### config.mk
export PLATFORM = sky130hd
export DESIGN_NAME = fft_out_collector
export DESIGN_NICKNAME = d
export VERILOG_FILES = /design/src/rtl/fft_out_collector.sv
export SDC_FILE = /design/constraint.sdc
export NUM_CORES = 1
export LEC_CHECK = 0
export CAP_MARGIN = 15
export CORE_AREA = 2 2 233 235
export CTS_CLUSTER_DIAMETER = 40
export CTS_CLUSTER_SIZE = 30
export DETAILED_ROUTE_END_ITERATION = 6
export DIE_AREA = 0 0 235 237
export SYNTH_ARGS = -nofsm -noshare
export SYNTH_HDL_FRONTEND = slang
export SYNTH_SLANG_ARGS = --single-unit
### constraint.sdc
create_clock -name clk -period 4 [get_ports clk]
set_input_delay 0.8 -clock clk [delete_from_list [all_inputs] [get_ports clk]]
set_output_delay 0.8 -clock clk [all_outputs]
set_load 0.1 [all_outputs]
### src/rtl/fft_out_collector.sv
`default_nettype none
// ============================================================================
// Module      : fft_out_collector
// Description : Collects the FFT core's serial output words, undoes the
//               bit-reversed output order and buffers whole frames in two
//               ping-pong banks. Frames leave in natural bin order on a
//               valid/ready stream.
// Revision    : 1.0 - initial release
// ============================================================================
module fft_out_collector #(
    parameter int N_POINTS = 8,
    parameter int LOG2N    = 3,
    parameter int WORD_W   = 34,
    parameter int REORDER  = 1
) (
    input  logic              clk,
    input  logic              rst,
    input  logic              in_valid,
    input  logic              in_sof,
    input  logic [WORD_W-1:0] in_data,
    output logic              out_valid,
    input  logic              out_ready,
    output logic [WORD_W-1:0] out_data,
    output logic [LOG2N-1:0]  out_index,
    output logic              out_last,
    output logic [15:0]       frame_count,
    output logic              overflow,
    output logic              sync_err
);

    localparam logic [LOG2N-1:0] c_last_idx = LOG2N'(N_POINTS - 1);
    localparam logic [LOG2N-1:0] c_one      = LOG2N'(1);

    typedef enum logic [1:0] {
        c_st_idle = 2'd0,
        c_st_fill = 2'd1,
        c_st_drop = 2'd2
    } wr_state_t;

    // Frame storage: two banks of N_POINTS words
    logic [WORD_W-1:0] r_mem [2][N_POINTS];

    // Write side state
    wr_state_t        r_wr_state;
    wr_state_t        w_wr_state_nxt;
    logic [LOG2N-1:0] r_wr_cnt;
    logic [LOG2N-1:0] w_wr_cnt_nxt;
    logic             r_wr_bank;
    logic             r_overflow;
    logic             r_sync_err;

    logic             w_wr_en;
    logic [LOG2N-1:0] w_wr_idx;
    logic [LOG2N-1:0] w_wr_addr;
    logic             w_set_full;
    logic             w_set_ovf;
    logic             w_sync_err;
    logic             w_frame_start;

    // Bank full flags; r_full_d is the copy the read side acts on, which
    // places the first output word two edges after the frame completes.
    logic [1:0]       r_full;
    logic [1:0]       r_full_d;

    // Read side state
    logic [LOG2N-1:0] r_rd_cnt;
    logic             r_rd_bank;
    logic             r_out_valid;
    logic [WORD_W-1:0] r_out_data;
    logic             r_out_last;
    logic [15:0]      r_frame_count;

    logic [LOG2N-1:0] w_rd_next;
    logic             w_rd_xfer;
    logic             w_rd_done;
    logic             w_drain_go;

    assign w_frame_start = in_valid & in_sof;

    // Write address: bit-reversed for the in-place radix-2 output order
    if (REORDER != 0) begin : g_reorder
        for (genvar g = 0; g < LOG2N; g++) begin : g_bit
            assign w_wr_addr[g] = w_wr_idx[LOG2N-1-g];
        end
    end else begin : g_natural
        assign w_wr_addr = w_wr_idx;
    end

    // Write FSM state register and sticky/pulse status
    always_ff @(posedge clk) begin
        if (rst) begin
            r_wr_state <= c_st_idle;
            r_wr_cnt   <= '0;
            r_wr_bank  <= 1'b0;
            r_overflow <= 1'b0;
            r_sync_err <= 1'b0;
        end else begin
            r_wr_state <= w_wr_state_nxt;
            r_wr_cnt   <= w_wr_cnt_nxt;
            r_sync_err <= w_sync_err;
            if (w_set_full) r_wr_bank  <= ~r_wr_bank;
            if (w_set_ovf)  r_overflow <= 1'b1;
        end
    end

    // Write FSM next-state and write-port control
    always_comb begin
        w_wr_state_nxt = r_wr_state;
        w_wr_cnt_nxt   = r_wr_cnt;
        w_wr_en        = 1'b0;
        w_wr_idx       = r_wr_cnt;
        w_set_full     = 1'b0;
        w_set_ovf      = 1'b0;
        w_sync_err     = 1'b0;
        case (r_wr_state)
            c_st_idle, c_st_drop: begin
                if (w_frame_start) begin
                    if (!r_full[r_wr_bank]) begin
                        w_wr_en        = 1'b1;
                        w_wr_idx       = '0;
                        w_wr_cnt_nxt   = c_one;
                        w_wr_state_nxt = c_st_fill;
                    end else begin
                        w_set_ovf      = 1'b1;
                        w_wr_state_nxt = c_st_drop;
                    end
                end
            end
            c_st_fill: begin
                if (in_valid) begin
                    w_wr_en = 1'b1;
                    if (in_sof) begin
                        // Early sof: abandon the partial frame and restart
                        w_sync_err   = 1'b1;
                        w_wr_idx     = '0;
                        w_wr_cnt_nxt = c_one;
                    end else if (r_wr_cnt == c_last_idx) begin
                        w_set_full     = 1'b1;
                        w_wr_cnt_nxt   = '0;
                        w_wr_state_nxt = c_st_idle;
                    end else begin
                        w_wr_cnt_nxt = r_wr_cnt + c_one;
                    end
                end
            end
            default: begin
                w_wr_state_nxt = c_st_idle;
                w_wr_cnt_nxt   = '0;
            end
        endcase
    end

    // Bank storage write port
    always_ff @(posedge clk) begin
        if (w_wr_en) r_mem[r_wr_bank][w_wr_addr] <= in_data;
    end

    assign w_rd_next  = r_rd_cnt + c_one;
    assign w_rd_xfer  = r_out_valid & out_ready;
    assign w_rd_done  = w_rd_xfer & (r_rd_cnt == c_last_idx);
    assign w_drain_go = r_full[r_rd_bank] & r_full_d[r_rd_bank];

    // Full flags: set by the writer on frame completion, cleared by the
    // reader after the last word; the two always target different banks.
    always_ff @(posedge clk) begin
        if (rst) begin
            r_full   <= 2'b00;
            r_full_d <= 2'b00;
        end else begin
            r_full_d <= r_full;
            if (w_set_full) r_full[r_wr_bank] <= 1'b1;
            if (w_rd_done)  r_full[r_rd_bank] <= 1'b0;
        end
    end

    // Read side: natural-order drain with a registered output stage
    always_ff @(posedge clk) begin
        if (rst) begin
            r_rd_cnt      <= '0;
            r_rd_bank     <= 1'b0;
            r_out_valid   <= 1'b0;
            r_out_data    <= '0;
            r_out_last    <= 1'b0;
            r_frame_count <= '0;
        end else if (w_rd_xfer) begin
            if (r_rd_cnt == c_last_idx) begin
                r_rd_cnt      <= '0;
                r_rd_bank     <= ~r_rd_bank;
                r_frame_count <= r_frame_count + 16'd1;
                r_out_valid   <= 1'b0;
                r_out_last    <= 1'b0;
            end else begin
                r_rd_cnt   <= w_rd_next;
                r_out_data <= r_mem[r_rd_bank][w_rd_next];
                r_out_last <= (w_rd_next == c_last_idx);
            end
        end else if (!r_out_valid && w_drain_go) begin
            r_rd_cnt    <= '0;
            r_out_valid <= 1'b1;
            r_out_data  <= r_mem[r_rd_bank][0];
            r_out_last  <= 1'b0;
        end
    end

    assign out_valid   = r_out_valid;
    assign out_data    = r_out_data;
    assign out_index   = r_rd_cnt;
    assign out_last    = r_out_last;
    assign frame_count = r_frame_count;
    assign overflow    = r_overflow;
    assign sync_err    = r_sync_err;

endmodule
`default_nettype wire

==> run_summary.xml, run 1 <==
<?xml version="1.0" encoding="UTF-8"?>
<metrics>
  <group name="run_status">
    <metric name="status" unit="">finished clean</metric>
  </group>
  <group name="synthesis">
    <metric name="synthesis.yosys.warnings" unit="">0</metric>
    <metric name="synthArstFlopShare" unit="%">0</metric>
    <metric name="ys_flop_type" unit="">edfxtp_1</metric>
    <metric name="netlist_top_cells_count" unit="">edfxtp_1 (544), mux4_2 (136), nand2_1 (79)</metric>
    <metric name="synth_top_cells_by_area" unit="">edfxtp_1 (68%), mux4_2 (13%), dfxtp_1 (5.7%)</metric>
    <metric name="postSynthCellCount" unit="">1264</metric>
    <metric name="yosysMostFrequentCell" unit="">edfxtp_1</metric>
    <metric name="synth_area" unit="mm2">0.0241</metric>
    <metric name="number_of_enable_flip_flop_cells_after_synthesis" unit="">544</metric>
    <metric name="ys_ff_latch" unit="">613</metric>
    <metric name="yosys.cell_types.count" unit="">54</metric>
    <metric name="synth_seq_area_share" unit="%">73.4</metric>
    <metric name="synthesis.nets" unit="">1309</metric>
    <metric name="post-synth-top-area-cell" unit="">edfxtp_1</metric>
    <metric name="synth_top_cell_area_share" unit="%">67.7</metric>
    <metric name="postSynthAreaPerCell" unit="um2">19.1</metric>
  </group>
  <group name="detailed_routing">
    <metric name="drt.antenna.violating_nets" unit="">0</metric>
    <metric name="drc_errors" unit="">0</metric>
    <metric name="drt_first_pass_iters" unit="">5</metric>
    <metric name="routed_wire_length_per_instance" unit="um">25.8</metric>
    <metric name="avgViaCountPerCell" unit="">5.81</metric>
    <metric name="drtIter0Drc" unit="">1110</metric>
    <metric name="postRouteWirelength" unit="mm">56.1</metric>
    <metric name="vias" unit="">12600</metric>
  </group>
  <group name="critical_path">
    <metric name="critPathRequiredTime" unit="ps">3200</metric>
    <metric name="critPathSlowestCell" unit="">clkdlybuf4s50_1</metric>
    <metric name="worstPathBufferInverterCount" unit="">1</metric>
    <metric name="crit_path_start_kind" unit="">register</metric>
    <metric name="cpLargestDelayFamily" unit="">buffers and inverters</metric>
    <metric name="critPathMaxFanout" unit="">10</metric>
    <metric name="critical_path_type" unit="">register to output port</metric>
    <metric name="worst-endpoint-arrival" unit="ps">2330</metric>
    <metric name="cp_slowest_stage_delay" unit="ps">1210</metric>
    <metric name="path_cells" unit="">clkdlybuf4s50_1</metric>
    <metric name="crit_path_capture_type" unit="">output port</metric>
  </group>
  <group name="layout">
    <metric name="num_antenna_cells" unit="">0</metric>
    <metric name="finish.cell_count_without_fillers" unit="">2175</metric>
    <metric name="final_design_area_no_fill" unit="mm2">0.0291</metric>
    <metric name="synthToLayoutAreaGrowth" unit="%">20.5</metric>
    <metric name="final_core_utilization" unit="%">54.6</metric>
    <metric name="post_route_cells_drive_above_1_share" unit="%">26.2</metric>
    <metric name="fillerInstances" unit="">4061</metric>
    <metric name="final_net_count" unit="">1458</metric>
  </group>
  <group name="die">
    <metric name="dieWidth" unit="um">235</metric>
    <metric name="rows" unit="">85</metric>
    <metric name="ioPinCount" unit="">96</metric>
    <metric name="initial_core_util" unit="%">45.3</metric>
    <metric name="chipHeight" unit="um">237</metric>
    <metric name="core-area" unit="mm2">0.0533</metric>
    <metric name="floorplan.die_area" unit="mm2">0.0557</metric>
  </group>
  <group name="cts">
    <metric name="cts.reportedPaths.clkPinSlew" unit="ps">50</metric>
    <metric name="cts_tree" unit="">done</metric>
    <metric name="clk_root_buffer_cell" unit="">clkbuf_16</metric>
    <metric name="cts_hold_buf" unit="">0</metric>
    <metric name="clock_latency" unit="ps">620</metric>
    <metric name="post_cts_buffers" unit="">0</metric>
    <metric name="clock_path_buffers" unit="">3</metric>
    <metric name="cts_resized" unit="">0</metric>
    <metric name="cts_made_buffers" unit="">81</metric>
    <metric name="cts-htree-levels" unit="">3</metric>
    <metric name="numClockSinks" unit="">613</metric>
  </group>
  <group name="grt">
    <metric name="antenna_found_initial" unit="">0</metric>
    <metric name="grt_util_all_layers" unit="%">20.4</metric>
    <metric name="grt_pass1_wl" unit="mm">84.4</metric>
    <metric name="grt_overflow" unit="">0</metric>
    <metric name="number_of_global_route_vias_before_repair" unit="">12900</metric>
    <metric name="grt_max_degree" unit="">52</metric>
  </group>
  <group name="job">
    <metric name="drv_cap" unit="">0</metric>
  </group>
  <group name="sta">
    <metric name="final-max-slew-violation-count" unit="">0</metric>
    <metric name="setup_repair_after_global_routing_missed_its_margin" unit="">false</metric>
    <metric name="finalSetupViolations" unit="">0</metric>
    <metric name="fin_tns_setup" unit="ps">0</metric>
    <metric name="timing.hold.ws" unit="ps">476</metric>
    <metric name="timing.final.hold_violations" unit="">0</metric>
    <metric name="timing.final.ws_setup" unit="ps">870</metric>
    <metric name="clock-skew-final" unit="ps">27.1</metric>
    <metric name="post-route-period-util" unit="%">78.2</metric>
    <metric name="transition_at_the_pin_with_the_smallest_max_transition_slack" unit="ps">1040</metric>
    <metric name="achievable-frequency" unit="MHz">320</metric>
    <metric name="worst_slew_margin_rel" unit="%">30.6</metric>
    <metric name="layout_min_cycle_time" unit="ps">3130</metric>
  </group>
  <group name="place">
    <metric name="detailed_place_hpwl" unit="mm">32.4</metric>
    <metric name="dp_slack" unit="ps">641</metric>
    <metric name="place.detailed.instances" unit="">2026</metric>
    <metric name="detailed_place.area" unit="mm2">0.0263</metric>
    <metric name="gp_congestion" unit="">0.736</metric>
    <metric name="placement.io_buffers" unit="">95</metric>
  </group>
  <group name="power">
    <metric name="ir_drop_worst_case_vdd" unit="uV">364</metric>
    <metric name="power.total" unit="mW">14.7</metric>
    <metric name="power_per_cell_area" unit="mW/mm2">506</metric>
    <metric name="static-leakage-power" unit="nW">9.49</metric>
  </group>
  <group name="worst_hold_path">
    <metric name="type_of_the_worst_min_delay_path" unit="">register to register</metric>
  </group>
</metrics>
[logic make-up after synthesis]
| family | after synthesis | synth area share [%] |
|---|---|---|
| fa+ha+maj | 6 | 0.311 |
| simple gates | 202 | 3.91 |
| flops | 613 | 73.4 |
| buf+inv | 87 | 1.95 |
| compound gates | 136 | 4.12 |
| mux | 209 | 15.9 |
| xor+xnor | 11 | 0.399 |
[flip-flops by register name, summed over array words and instances, names as in the netlist, named ones only]
register,flops
r_mem,544
out_data,34
frame_count,16
out_index,3
r_wr_cnt,3
r_full,2
r_full_d,2
r_wr_state,2
out_last,1
out_valid,1
overflow,1
r_rd_bank,1
r_wr_bank,1
sync_err,1
[final timing paths]
kind	startpoint	end	slack, ps	cells past startpoint
worst max-delay path	out_valid	out_valid	870	1
worst max register to register	r_wr_bank	r_mem[0][132]	1320	5
worst min-delay path	frame_count[15]	frame_count[15]	480	2
worst min register to register	frame_count[15]	frame_count[15]	480	2
[cells in the final DEF (no fill, tap or decap), drive strengths merged, types with 5 or more instances in the layout]
cell / count
clkinv: 21
mux2: 37
nand3: 41
edfxtp: 544
clkinvlp: 12
a22o: 34
o21ai: 39
nor2: 43
nand4: 10
mux2i: 36
bufinv: 12
ha: 6
clkdlybuf4s50: 93
clkbuf: 94
buf: 52
xor2: 9
nand2: 79
a21oi: 9
inv: 18
and3: 5
a221oi: 34
dfxtp: 69
mux4: 136
a31oi: 5
[metal layers]
layer	wire, um	up-vias	GRT usage (%)
li1	-	5513	-
met1	25200	6656	29.2
met2	26700	376	32.3
met3	3190	81	3.66
met4	1000	0	6.00
met5	0	-	0
[power by group]
group / internal (mW) / leakage, nW / total, mW / switching (mW)
logic: 0.0899 / 2.69 / 0.262 / 0.172
registers: 7.00 / 5.46 / 7.02 / 0.0148
clock network: 4.68 / 1.34 / 7.45 / 2.77
total: 11.8 / 9.49 / 14.7 / 2.95
[layout make-up]
class	instances	area (um2)	share of cell area (%)
Sequential cell	613	17700	60.9
Multi-Input combinational cell	564	6090	21.0
Clock buffer	94	2150	7.39
Timing Repair Buffer	145	1540	5.31
Tap cell	696	871	2.99
Clock inverter	55	678	2.33
Inverter	8	31.3	0.108
Note: power is estimated with default switching activity, not from simulation.
==> run 2, diff against run 1 <==
Clock period 4 ns to 3.2 ns, I/O delays scaled along.
==> run_summary.xml, run 2 (synthesis results as in run 1) <==
<?xml version="1.0" encoding="UTF-8"?>
<metrics>
  <group name="critical_path">
    <metric name="critPathMaxFanout" unit="">38</metric>
    <metric name="rr_endpoint" unit="">out_data[31]</metric>
    <metric name="path_cells" unit="">buf_4 &gt; ha_1 &gt; ha_1 &gt; nand3b_1 &gt; buf_12 &gt; and3_2 &gt; buf_4 &gt; a22o_1</metric>
    <metric name="worst-endpoint-arrival" unit="ps">3010</metric>
    <metric name="crit_path_start_kind" unit="">register</metric>
    <metric name="critical_path_type" unit="">register to register</metric>
    <metric name="critPathRequiredTime" unit="ps">3760</metric>
    <metric name="cp_slowest_stage_delay" unit="ps">490</metric>
    <metric name="worst_r2r_path_depth" unit="">8</metric>
    <metric name="r2r_setup_slack" unit="ps">740</metric>
    <metric name="reg_to_reg_start" unit="">out_index[0]</metric>
    <metric name="critPathSlowestCell" unit="">buf_4</metric>
    <metric name="crit_path_capture_type" unit="">register</metric>
  </group>
  <group name="sta">
    <metric name="final-max-slew-violation-count" unit="">0</metric>
    <metric name="post-route-period-util" unit="%">76.7</metric>
    <metric name="transition_at_the_pin_with_the_smallest_max_transition_slack" unit="ps">736</metric>
    <metric name="timing.final.hold_violations" unit="">0</metric>
    <metric name="layout_min_cycle_time" unit="ps">2460</metric>
    <metric name="achievable-frequency" unit="MHz">407</metric>
    <metric name="clock-skew-final" unit="ps">38.1</metric>
    <metric name="setup_repair_after_global_routing_missed_its_margin" unit="">false</metric>
    <metric name="finalSetupViolations" unit="">0</metric>
    <metric name="timing.hold.ws" unit="ps">366</metric>
    <metric name="timing.final.ws_setup" unit="ps">745</metric>
    <metric name="worst_slew_margin_rel" unit="%">50.8</metric>
  </group>
  <group name="cts">
    <metric name="cts_made_buffers" unit="">86</metric>
    <metric name="clk_root_buffer_cell" unit="">clkbuf_16</metric>
    <metric name="clock_latency" unit="ps">650</metric>
    <metric name="numClockSinks" unit="">613</metric>
    <metric name="cts.reportedPaths.clkPinSlew" unit="ps">60</metric>
    <metric name="clock_path_buffers" unit="">3</metric>
    <metric name="cts_resized" unit="">0</metric>
    <metric name="cts_hold_buf" unit="">0</metric>
    <metric name="cts-htree-levels" unit="">3</metric>
    <metric name="post_cts_buffers" unit="">0</metric>
    <metric name="cts_tree" unit="">done</metric>
  </group>
  <group name="detailed_routing">
    <metric name="vias" unit="">12800</metric>
    <metric name="drt.antenna.violating_nets" unit="">0</metric>
    <metric name="postRouteWirelength" unit="mm">56.9</metric>
    <metric name="avgViaCountPerCell" unit="">5.76</metric>
    <metric name="drtIter0Drc" unit="">1082</metric>
    <metric name="routed_wire_length_per_instance" unit="um">25.7</metric>
    <metric name="drt_first_pass_iters" unit="">5</metric>
    <metric name="drc_errors" unit="">0</metric>
  </group>
  <group name="worst_hold_path">
    <metric name="min-delay-start" unit="">rst</metric>
    <metric name="holdPathStages" unit="">2</metric>
    <metric name="type_of_the_worst_min_delay_path" unit="">primary input to register</metric>
  </group>
  <group name="power">
    <metric name="static-leakage-power" unit="nW">9.89</metric>
    <metric name="power_per_cell_area" unit="mW/mm2">637</metric>
    <metric name="ir_drop_worst_case_vdd" unit="uV">411</metric>
    <metric name="power.total" unit="mW">18.8</metric>
  </group>
  <group name="die">
    <metric name="initial_core_util" unit="%">45.3</metric>
    <metric name="rows" unit="">85</metric>
    <metric name="chipHeight" unit="um">237</metric>
    <metric name="ioPinCount" unit="">96</metric>
    <metric name="core-area" unit="mm2">0.0533</metric>
    <metric name="floorplan.die_area" unit="mm2">0.0557</metric>
    <metric name="dieWidth" unit="um">235</metric>
  </group>
  <group name="run_status">
    <metric name="status" unit="">finished clean</metric>
  </group>
  <group name="grt">
    <metric name="grt_util_all_layers" unit="%">20.7</metric>
    <metric name="grt_pass1_wl" unit="mm">85.9</metric>
    <metric name="grt_overflow" unit="">0</metric>
    <metric name="antenna_found_initial" unit="">0</metric>
    <metric name="grt_max_degree" unit="">39</metric>
    <metric name="number_of_global_route_vias_before_repair" unit="">13400</metric>
  </group>
  <group name="layout">
    <metric name="final_core_utilization" unit="%">55.3</metric>
    <metric name="num_antenna_cells" unit="">0</metric>
    <metric name="regMostFlops" unit="">r_mem</metric>
    <metric name="mostFrequentLayoutCell" unit="">edfxtp_1</metric>
    <metric name="synthToLayoutAreaGrowth" unit="%">22.0</metric>
    <metric name="final_net_count" unit="">1492</metric>
    <metric name="largest_register_ffs" unit="">544</metric>
    <metric name="post_route_cells_drive_above_1_share" unit="%">32.1</metric>
    <metric name="layout_common_cells" unit="">edfxtp_1 (544), mux4_2 (136), buf_4 (108)</metric>
  </group>
  <group name="place">
    <metric name="gp_congestion" unit="">0.775</metric>
    <metric name="placement.io_buffers" unit="">95</metric>
    <metric name="dp_slack" unit="ps">287</metric>
    <metric name="detailed_place_hpwl" unit="mm">34.8</metric>
  </group>
  <group name="job">
    <metric name="drv_cap" unit="">0</metric>
  </group>
</metrics>
## run 2: changes by cell type in the layout (fill, tap and decap cells not counted), moves of 4 or more
| cell | delta |
|---|---|
| buf_4 | +75 |
| clkdlybuf4s50_1 | -56 |
| buf_12 | +10 |
| clkinvlp_4 | -9 |
| inv_8 | +7 |
| clkinv_4 | +5 |
| clkinv_2 | +4 |
## run 2: layout make-up
type	count	area, um2
Fill cell	4052	23800
Sequential cell	613	17700
Multi-Input combinational cell	564	6090
Clock buffer	97	2250
Timing Repair Buffer	174	1750
Tap cell	696	871
Clock inverter	64	738
Inverter	8	31.3
## run 2: how the worst max path moves through the flow
| stage | start | cells after the start | slack, ps | to |
|---|---|---|---|---|
| 5_1_grt | out_index[0] | 8 | 600 | out_data[23] |
| 3_5_place_dp | in_sof | 6 | 290 | r_mem[1][263] |
| 2_1_floorplan | in_valid | 5 | -80 | r_mem[1][204] |
| 3_3_place_gp | in_sof | 6 | 300 | r_mem[0][225] |
| 6_report | out_index[0] | 8 | 740 | out_data[31] |
| 4_1_cts | out_index[0] | 8 | 710 | out_data[23] |
## run 2: through the flow
stage	area, um2	cells	TNS (ps)
floorplan	24200	1264	-23230
global placement	26500	2055	0
detailed placement	26500	2055	0
CTS	29500	2216	0
global route	29500	2216	0
finish	29500	2216	0
## run 2: power by group
part           switching, mW  internal, mW
combinational          0.220         0.123
sequential            0.0208          8.75
clock                   3.71          5.94
total                   3.95          14.8
## run 2: critical path: cells and delay by family (launching register included)
kind,cells,cell delay [ps]
flip-flops,1,390
AO/OA/AOI/OAI,1,250
AND/OR/NAND/NOR,2,380
adder cells (fa/ha/maj),2,370
buffers and inverters,3,980
## run 2: routing by layer
metal | up-vias | global-route usage, % | routed length [um]
met3 | 79 | 4.19 | 3060
met4 | 0 | 5.73 | 1030
met5 | - | 0 | 0
li1 | 5592 | - | -
met2 | 400 | 34.1 | 28100
met1 | 6698 | 28.3 | 24700
